<file path="src/rtl/mips_pkg.sv">
// Shared constants and the fetch FSM encoding for the MIPS front end.
package mips_pkg;

  localparam int NB_PC_DEF    = 32;
  localparam int NB_INSTR_DEF = 32;
  localparam int PC_STEP      = 4;

  // All-ones word stops the fetch stream; all-zeros is the bubble NOP.
  localparam logic [NB_INSTR_DEF-1:0] HALT_INSTR = {NB_INSTR_DEF{1'b1}};
  localparam logic [NB_INSTR_DEF-1:0] NOP_INSTR  = '0;

  typedef enum logic {
    ST_RUN    = 1'b0,
    ST_HALTED = 1'b1
  } fetch_state_e;

endpackage

</file>
<file path="src/rtl/if_id_latch.sv">
// IF/ID pipeline register: hold beats bubble, bubble beats load.
module if_id_latch
  import mips_pkg::*;
#(
  parameter int NB_PC    = NB_PC_DEF,
  parameter int NB_INSTR = NB_INSTR_DEF
) (
  input  logic                i_clock,
  input  logic                i_reset_n,
  input  logic                i_hold,
  input  logic                i_bubble,
  input  logic [NB_INSTR-1:0] i_instr,
  input  logic [NB_PC-1:0]    i_pc_plus4,
  output logic [NB_INSTR-1:0] o_instr,
  output logic [NB_PC-1:0]    o_pc_plus4,
  output logic                o_valid
);

  logic [NB_INSTR-1:0] r_instr;
  logic [NB_PC-1:0]    r_pc_plus4;
  logic                r_valid;

  // Bubble keeps the old pc_plus4; only the instruction and valid are squashed.
  always_ff @(posedge i_clock or negedge i_reset_n) begin
    if (!i_reset_n) begin
      r_instr    <= '0;
      r_pc_plus4 <= '0;
      r_valid    <= 1'b0;
    end else if (i_hold) begin
      r_instr    <= r_instr;
      r_pc_plus4 <= r_pc_plus4;
      r_valid    <= r_valid;
    end else if (i_bubble) begin
      r_instr    <= NB_INSTR'(NOP_INSTR);
      r_valid    <= 1'b0;
    end else begin
      r_instr    <= i_instr;
      r_pc_plus4 <= i_pc_plus4;
      r_valid    <= 1'b1;
    end
  end

  assign o_instr    = r_instr;
  assign o_pc_plus4 = r_pc_plus4;
  assign o_valid    = r_valid;

endmodule

</file>
<file path="src/rtl/fetch_stage.sv">
// Instruction fetch: PC, run/halt FSM, saturating fetch counter, IF/ID latch.
module fetch_stage
  import mips_pkg::*;
#(
  parameter int NB_PC    = NB_PC_DEF,
  parameter int NB_INSTR = NB_INSTR_DEF,
  parameter int NB_CNT   = 32
) (
  input  logic                i_clock,
  input  logic                i_reset_n,
  input  logic                i_enable,
  input  logic                i_stall,
  input  logic                i_redirect,
  input  logic [NB_PC-1:0]    i_redirect_pc,
  output logic [NB_PC-1:0]    o_imem_addr,
  input  logic [NB_INSTR-1:0] i_imem_data,
  output logic [NB_INSTR-1:0] o_instr,
  output logic [NB_PC-1:0]    o_pc_plus4,
  output logic                o_valid,
  output logic                o_halted,
  output logic [NB_CNT-1:0]   o_fetch_count
);

  fetch_state_e      r_state, w_state_nxt;
  logic [NB_PC-1:0]  r_pc, w_pc_nxt, w_pc_plus4;
  logic [NB_CNT-1:0] r_cnt;
  logic              w_hold, w_bubble, w_accept, w_is_halt;

  assign w_pc_plus4 = r_pc + NB_PC'(PC_STEP);
  assign w_is_halt  = (i_imem_data == NB_INSTR'(HALT_INSTR));

  // Next state and IF/ID controls; default is "hold everything".
  always_comb begin
    w_state_nxt = r_state;
    w_pc_nxt    = r_pc;
    w_hold      = 1'b1;
    w_bubble    = 1'b0;
    w_accept    = 1'b0;
    if (i_enable) begin
      case (r_state)
        ST_RUN: begin
          if (i_stall) begin
            w_hold = 1'b1;
          end else if (i_redirect) begin
            w_hold   = 1'b0;
            w_bubble = 1'b1;
            w_pc_nxt = {i_redirect_pc[NB_PC-1:2], 2'b00};
          end else begin
            w_hold   = 1'b0;
            w_accept = 1'b1;
            w_pc_nxt = w_pc_plus4;
            if (w_is_halt) w_state_nxt = ST_HALTED;
          end
        end
        ST_HALTED: begin
          w_hold   = 1'b0;
          w_bubble = 1'b1;
        end
        default: w_state_nxt = ST_RUN;
      endcase
    end
  end

  // State, PC and counter registers; counter sticks at all ones.
  always_ff @(posedge i_clock or negedge i_reset_n) begin
    if (!i_reset_n) begin
      r_state <= ST_RUN;
      r_pc    <= '0;
      r_cnt   <= '0;
    end else begin
      r_state <= w_state_nxt;
      r_pc    <= w_pc_nxt;
      if (w_accept && !(&r_cnt)) r_cnt <= r_cnt + 1'b1;
    end
  end

  if_id_latch #(
    .NB_PC    (NB_PC),
    .NB_INSTR (NB_INSTR)
  ) u_if_id (
    .i_clock    (i_clock),
    .i_reset_n  (i_reset_n),
    .i_hold     (w_hold),
    .i_bubble   (w_bubble),
    .i_instr    (i_imem_data),
    .i_pc_plus4 (w_pc_plus4),
    .o_instr    (o_instr),
    .o_pc_plus4 (o_pc_plus4),
    .o_valid    (o_valid)
  );

  assign o_imem_addr   = r_pc;
  assign o_halted      = (r_state == ST_HALTED);
  assign o_fetch_count = r_cnt;

endmodule

</file>
<file path="config.mk">
export PLATFORM = sky130hd
export DESIGN_NAME = fetch_stage
export DESIGN_NICKNAME = d
export VERILOG_FILES = /design/src/rtl/mips_pkg.sv /design/src/rtl/if_id_latch.sv /design/src/rtl/fetch_stage.sv
export SDC_FILE = /design/constraint.sdc
export NUM_CORES = 1
export LEC_CHECK = 0
export ABC_AREA = 1
export BUFFER_PORTS_ARGS = -buffer_cell sky130_fd_sc_hd__buf_2
export CORE_UTILIZATION = 50
export DETAILED_ROUTE_END_ITERATION = 12
export PLACE_DENSITY = 0.77
export SETUP_SLACK_MARGIN = 0.4
export SYNTH_ARGS = -nofsm -noshare
export SYNTH_HDL_FRONTEND = slang
export SYNTH_HIERARCHICAL = 1
export SYNTH_SLANG_ARGS = --single-unit
</file>
<file path="constraint.sdc">
create_clock -name i_clock -period 3.2 [get_ports i_clock]
set_clock_uncertainty 0.05 [all_clocks]
set_input_delay 0.32 -clock i_clock [delete_from_list [all_inputs] [get_ports i_clock]]
set_output_delay 0.32 -clock i_clock [all_outputs]
set_load 0.02 [all_outputs]
</file>
==> metrics <==
die area=~15000 µm²; Mapped Cells=about 1000; Post-synth EDFFs=0; status=finished, final reports clean; vias in the first global route=6474; share of the synthesized area in the top cell type=approximately 45%; RSZ-0062 raised after global routing=no; Total GRT Usage=27.19%; worst hold path type=primary input to register; initial antenna violation count=0; clock root cell=clkbuf_16; Starting Density=51.18%; CTS tree=done; antenna-violating nets left=0; HP Start=i_imem_data[9]; FFs w/ async S/R, synth=100.0%; critical path launch point type=register; count leader, synth=nand2_1; CP startpoint=o_fetch_count[0]; P_leak=approximately 4.9 nW; register bit total from synthesis=roughly 130; clk buf depth=2; Gate power share=under 10%; Synth area leaders=dfrtp_1 (45%), nand2_1 (25%), nor2_1 (6.7%), o21ai_0 (4.2%), inv_1 (3.8%); crit-path max FO=33; Die Span Y=between 100 and 150 µm; Main synth FF type=dfrtp_1; Synth top cells by count=nand2_1 (475), dfrtp_1 (128), nor2_1 (126); clock share of power=approximately half; Ports=around 200; post-synth top area cell=dfrtp_1; Sw Pwr=roughly 970 µW; final routed DRC violation total=0; FMAX=449.1 MHz; max_slew headroom=roughly 48%; endpoints failing setup=0; CP endpoint kind=register; Max Slew Vio Count=0; Final Util=between 60% and 70%; worst slew pin tran=0.7855 ns; Flop pwr share=between 40% and 50%; synth warn=6; fin crit period=~2.2 ns; CTS resizes=0; ant diodes=0; Critical R2R Launch=o_fetch_count[0]; nets@finish=about 1300; FP Rows=43; clock-pin slew on the worst setup and hold paths=~0.06 ns; via-per-instance ratio=roughly 5; Tcrit/Tclk final=a little under 70%; routability-driven placement congestion ratio=0.9116; area grow syn2layout=24.49%; Vias=between 7000 and 8000; WP data arrival=between 2 and 2.5 ns; initial drt markers=510; Max VDD drop=roughly 0.32 mV; global-route wire length before repair=about 31000 µm; Worst-Skew Late Latency=approximately 0.42 ns; design internal power=between 3 and 4 mW; dpl ws=roughly 1.0 ns; sequential-to-total area share from yosys stat=45.26%; Data required, critical path=about 3.4 ns; Clock Sinks=between 100 and 150; final setup margin=between 0.9 and 1 ns; die width=roughly 120 µm; largest net degree at the start of global routing=73; Area after DPL=about 8200 µm²; Max-Cap Viols=0; Port Buf Inserts=between 150 and 200; final instance area=8810 µm²; Post-Route WL=19010 µm; share of cells above drive strength 1=about a fifth; CTS H-tree lvls=4; Hold Vio Cnt, Final=0; TritonRoute pass-1 iters=7; Distinct cells, synth=33; pwr dens=approximately 460 nW/µm²; dpl hpwl=about 14000 µm; cts bufs inserted=17; Mapped Avg Cell Area=6.897 µm²; final hold slack=around 0.06 ns; switching share of power=~24%; average wire per standard cell=~13 µm; Synth Cell Area=roughly 7100 µm²; Overflow after GRT=0; setup TNS=0 ns; area of the core=~14000 µm²; WS Path Type=register to register
==> layer usage <==
| layer | share of wire [%] | wire, µm | GRT usage (%) |
|---|---|---|---|
| met5 | 0 | 0 | 0 |
| met4 | 2.6 | 496 | 11.27 |
| met3 | 6.3 | 1194 | 4.652 |
| met2 | 46 | 8826 | 44.89 |
| met1 | 45 | 8491 | 35.26 |
==> flip-flops by register name, indices dropped and copies added (netlist names) <==
| register | flops |
|---|---|
| u_if_id/o_pc_plus4 | 32 |
| u_if_id/o_valid | 1 |
| o_halted | 1 |
| u_if_id/o_instr | 32 |
| o_imem_addr | 30 |
| o_fetch_count | 32 |
==> cells in the final DEF (no fill, tap or decap), drive strengths merged, types with 2 or more instances in the layout <==
master	count
nand3b	10
o21ai	66
nor2	138
inv	74
dfrtp	128
nand4	9
nand2	479
xnor2	13
xor2	11
bufinv	3
ha	2
clkinvlp	4
o22ai	6
a21oi	3
nand3	45
nor3	2
clkinv	6
buf	202
clkbuf	20
conb	4
==> area by class of cell <==
type                            instances  area (µm²)
Sequential cell                       128        3203
Fill cell                            1232        5017
Clock inverter                         12       160.2
Timing Repair Buffer                  203        1069
Multi-Input combinational cell        791        3415
Clock buffer                           20       456.7
Inverter                               75       281.5
Tap cell                              180       225.2
==> power by group through the flow <==
stage          logic, mW  clock network [mW]  registers, mW
3_5_place_dp       0.324                   0           1.72
6_report           0.322                2.00           1.69
4_1_cts            0.325                2.03           1.69
5_1_grt            0.357                2.10           1.70
2_1_floorplan     0.0965                   0           1.79
3_3_place_gp       0.320                   0           1.72
==> worst paths after layout <==
| path | slack (ns) | to | cells past startpoint |
|---|---|---|---|
| setup / recovery | 0.97 | o_fetch_count[23] | 10 |
| hold / removal | 0.06 | u_if_id/o_instr[9] | 3 |
| setup reg to reg | 0.97 | o_fetch_count[23] | 10 |
| hold reg to reg | 0.42 | u_if_id/o_instr[22] | 2 |
| max in group asynchronous | 2.02 | o_imem_addr[25] | 3 |
| min in group asynchronous | 0.33 | u_if_id/o_instr[15] | 2 |
==> through the flow <==
stage	total power, mW	std cells
after floorplan	1.882	1029
after global placement	2.039	1376
after detailed placement	2.044	1376
after CTS	4.048	1409
after global routing	4.153	1409
final	4.010	1409
==> timing repair <==
| action | in CTS | in global routing |
|---|---|---|
| hold buffers | 1 | 0 |
| hold endpoints to repair | 31 | 0 |
| buffers inserted | 0 | 0 |
| endpoints found under the setup margin | 0 | 0 |
==> cells by family (layout without fill, tap and decap cells) <==
kind of cell	count (synthesis)	count (layout)	synth area share, %
buf+inv	110	310	6.860
simple gates	685	685	39.00
compound gates	76	76	5.499
flops	128	128	45.26
xor+xnor	24	24	2.970
other cells	1	4	0.05299
fa+ha+maj	2	2	0.3536
==> critical path, cell delays in order (launching register included) <==
cell	delay [ns]
dfrtp_1	0.42
ha_1	0.24
inv_1	0.11
nor2_4	0.12
nand2_2	0.10
nor2_4	0.15
nand2_2	0.09
nand2_4	0.27
inv_2	0.31
nand2_1	0.15
o21ai_1	0.07
Note: power is estimated with default switching activity, not from simulation.
